<file path="src/rtl/logic_unit.sv">
// 16-bit bitwise logic and compare unit with registered result and flags.
// One cycle of latency; async active-high reset clears every output.
module logic_unit (
    input  logic        clk,
    input  logic        rst,
    input  logic [15:0] a,
    input  logic [15:0] b,
    input  logic [2:0]  opcode,
    output logic [31:0] outlu,
    output logic        za,
    output logic        zb,
    output logic        eq,
    output logic        gt,
    output logic        lt
);

    typedef enum logic [2:0] {
        OP_AND  = 3'b000,
        OP_OR   = 3'b001,
        OP_XOR  = 3'b010,
        OP_NAND = 3'b011,
        OP_NOR  = 3'b100,
        OP_XNOR = 3'b101,
        OP_NOTA = 3'b110,
        OP_CAT  = 3'b111
    } op_e;

    op_e         op;
    logic [31:0] outlu_d, outlu_q;
    logic        za_d, za_q;
    logic        zb_d, zb_q;
    logic        eq_d, eq_q;
    logic        gt_d, gt_q;
    logic        lt_d, lt_q;

    assign op = op_e'(opcode);

    // 16-bit ops zero-extend; only concatenation fills the upper half
    always_comb begin
        outlu_d = 32'h0;
        unique case (op)
            OP_AND:  outlu_d = {16'h0, a & b};
            OP_OR:   outlu_d = {16'h0, a | b};
            OP_XOR:  outlu_d = {16'h0, a ^ b};
            OP_NAND: outlu_d = {16'h0, ~(a & b)};
            OP_NOR:  outlu_d = {16'h0, ~(a | b)};
            OP_XNOR: outlu_d = {16'h0, ~(a ^ b)};
            OP_NOTA: outlu_d = {16'h0, ~a};
            OP_CAT:  outlu_d = {a, b};
            default: outlu_d = 32'h0;
        endcase
    end

    always_comb begin
        za_d = (a == 16'h0);
        zb_d = (b == 16'h0);
        eq_d = (a == b);
        gt_d = (a > b);
        lt_d = (a < b);
    end

    always_ff @(posedge clk or posedge rst) begin
        if (rst) begin
            outlu_q <= 32'h0;
            za_q    <= 1'b0;
            zb_q    <= 1'b0;
            eq_q    <= 1'b0;
            gt_q    <= 1'b0;
            lt_q    <= 1'b0;
        end else begin
            outlu_q <= outlu_d;
            za_q    <= za_d;
            zb_q    <= zb_d;
            eq_q    <= eq_d;
            gt_q    <= gt_d;
            lt_q    <= lt_d;
        end
    end

    assign outlu = outlu_q;
    assign za    = za_q;
    assign zb    = zb_q;
    assign eq    = eq_q;
    assign gt    = gt_q;
    assign lt    = lt_q;

endmodule

</file>
<file path="config.mk">
export PLATFORM = sky130hd
export DESIGN_NAME = logic_unit
export DESIGN_NICKNAME = d
export VERILOG_FILES = /design/src/rtl/logic_unit.sv
export SDC_FILE = /design/constraint.sdc
export NUM_CORES = 1
export LEC_CHECK = 0
export CAP_MARGIN = 40
export CORE_MARGIN = 1
export CORE_UTILIZATION = 45
export CTS_CLUSTER_DIAMETER = 120
export DETAILED_ROUTE_END_ITERATION = 6
export GPL_TIMING_DRIVEN = 1
export HOLD_SLACK_MARGIN = 0.08
export PLACE_DENSITY_LB_ADDON = 0.1
export SYNTH_ARGS = -nofsm -noshare
export SYNTH_HDL_FRONTEND = slang
export SYNTH_SLANG_ARGS = --single-unit
</file>
<file path="constraint.sdc">
create_clock -name clk -period 1.35 [get_ports clk]
set_input_delay 0.27 -clock clk [delete_from_list [all_inputs] [get_ports clk]]
set_output_delay 0.27 -clock clk [all_outputs]
set_load 0.01 [all_outputs]
</file>
==> results_dict.tcl <==
set metrics [dict create \
    synth_ff_type "dfrtp_1" \
    vias 3543 \
    post-route-period-util_pct 113.1 \
    ios 74 \
    wire_per_inst_um 16.38 \
    cts_max_path_buffers 2 \
    clk_pin_slew_worst_paths_ns 0.08 \
    yosys.cell_types.count 43 \
    cts.root.buffer_cell "clkbuf_8" \
    routed_wirelength_mm 10.67 \
    rows 30 \
    yosysMostFrequentCell "ha_1" \
    antenna_left 0 \
    clock_sinks 37 \
    post_synth.cell_area_avg_sq_um 8.489 \
    drive_above_1_share_pct 42.88 \
    fin_ws_ns -0.1771 \
    drc 0 \
    multiInputGateArea_sq_mm 0.002302 \
    synthTopCellsByCount "48 x ha_1, 47 x inv_1, 37 x dfrtp_1" \
    rsz0062_at_grt "yes" \
    syn-num-nets 456 \
    required_ns 1.53 \
    setup_viol_count_final 3 \
    violations "setup timing" \
    total_power_mw 3.743 \
    grt_max_degree 38 \
    grt_usage_pct 30.27 \
    critPathLaunchType "input pin" \
    fin_crit_ns 1.527 \
    dieArea_sq_mm 0.007337 \
    fmax_ghz 0.6548 \
    antenna_cells 0 \
    cts_tree "yes" \
    core_sq_mm 0.006794 \
    die-width_um 85.66 \
    worstSetupPathType "in2reg" \
    portBuffers 73 \
    hp-class "in2reg" \
    grt_overflow 0 \
    max-cap-violations 0 \
    nNetsFinal 639 \
    critPathCaptureType "flop" \
    areaGrowthSynthToFinish_pct 68.30 \
    gp_congestion 0.9100 \
    syn_inst 371 \
    synthTopCellsByArea "dfrtp_1 29%, ha_1 19%, inv_1 5.6%" \
    seq_area_sq_um 925.9 \
    numCtsBuffers 5 \
    ys_seq_elements 37 \
    p_leak_nw 2.632 \
    cp.arrival_ns 1.71 \
    crit_fanout 3 \
    pre_cts_ws_ns -1.116 \
    peakVddDrop_mv 0.6631 \
    nFillCells 493 \
    die_h_um 85.66 \
    synth_area_sq_mm 0.003149 \
    grt_pass1_vias 3517 \
    yosysWarnings 0 \
    worstMarginPinSlew_ns 0.3109 \
    grt_antenna_before_repair 0 \
    synth_top_area_cell "dfrtp_1" \
    synth-async-reset-ratio_pct 100.0 \
    synth_edf_count 0 \
    drtPass1Iterations 5 \
    slew_headroom_pct 79.09 \
    hold_viol 0 \
    initial_core_util_pct 46.35 \
    drt_iter0_drc 207 \
    drv_slew 0 \
    status "finished with violations" \
    synth_top_area_share_pct 29.40 \
    dp_hpwl_mm 7.620 \
    drt-vias-per-instance 5.442 \
    grt_pass1_wl_mm 17.34 \
    cts_htree_levels 2 \
    power.density_mw_per_mm2 706.2 \
    yosysSeqAreaShare_pct 29.40 \
]
-- routing by layer --
metal	vias up	routed length (um)	GRT usage, %
li1	1673	-	-
met1	1672	4667	38.30
met2	167	5132	52.00
met3	31	592	4.812
met4	0	273	11.36
met5	-	0	0
-- worst paths after layout --
path	start	cells after the start	end	slack, ns
max	b[12]	7	gt	-0.18
min	a[14]	4	outlu[30]	0.30
min in group asynchronous	rst	3	outlu[10]	0.33
max in group asynchronous	rst	3	gt	0.83
-- layout by cell type, fill, tap and decap left out, types with 10 or more instances in the layout --
| master | n |
|---|---|
| buf_4 | 117 |
| dlygate4sd2_1 | 50 |
| dfrtp_1 | 37 |
| ha_1 | 32 |
| inv_2 | 30 |
| a21oi_1 | 29 |
| o21ai_0 | 25 |
| nor2_1 | 24 |
| nor3_1 | 20 |
| ha_4 | 16 |
| nand2_1 | 13 |
| inv_1 | 12 |
| buf_6 | 10 |
-- kinds of logic after synthesis --
| family | share of synthesized area [%] |
|---|---|
| AO/OA/AOI/OAI | 22.13 |
| AND/OR/NAND/NOR | 17.96 |
| buffers and inverters | 8.820 |
| adder cells (fa/ha/maj) | 19.07 |
| flip-flops | 29.40 |
| multiplexers | 2.622 |
-- stage by stage --
| step | util [%] | cell area [sq um] | instances | TNS, ns | hold WS (ns) |
|---|---|---|---|---|---|
| 2_1_floorplan | - | 3237 | 371 | -0.8900 | 0.3911 |
| 3_5_place_dp | 71.42 | 4852 | 632 | -17.41 | 0.6490 |
| 5_1_grt | 78.01 | 5300 | 651 | -0.5316 | 0.2977 |
| 3_3_place_gp | 71.42 | 4852 | 632 | -17.00 | 0.6462 |
| 4_1_cts | 76.46 | 5195 | 649 | -0.5193 | 0.3215 |
| 6_report | 78.01 | 5300 | 651 | -0.4073 | 0.3050 |
-- area by class of cell --
cell class,instances,area share [%]
Clock buffer,7,1.629
Clock inverter,1,0.5666
Inverter,47,3.754
Multi-Input combinational cell,265,43.44
Sequential cell,37,17.47
Tap cell,96,2.266
Timing Repair Buffer,198,30.88
-- timing repair --
action,4_1_cts,5_1_grt
setup endpoints to repair,59,19
hold buffers,0,0
pin swaps,30,23
cloned,0,0
resized for setup,178,42
hold endpoints to repair,0,0
buffers inserted,9,2
-- state kept, by name, indices dropped and copies added, names as in the netlist --
signal / cells
eq: 1
gt: 1
lt: 1
outlu: 32
za: 1
zb: 1
-- worst max-delay path: stages --
cell and delay [ns]:
buf_12 0.11, inv_12 0.04, ha_4 0.19, or4_4 0.55
nand4b_4 0.21, nor4b_4 0.27, nor2_2 0.06
-- power breakdown --
part           switching, mW  total [mW]  leakage, nW  internal [mW]
clock network          0.424        1.03       0.0585          0.603
logic                  0.744        1.51         2.10          0.765
registers             0.0199        1.21        0.472           1.19
total                   1.19        3.74         2.63           2.56
No activity file was read; power rests on OpenSTA's default activity.
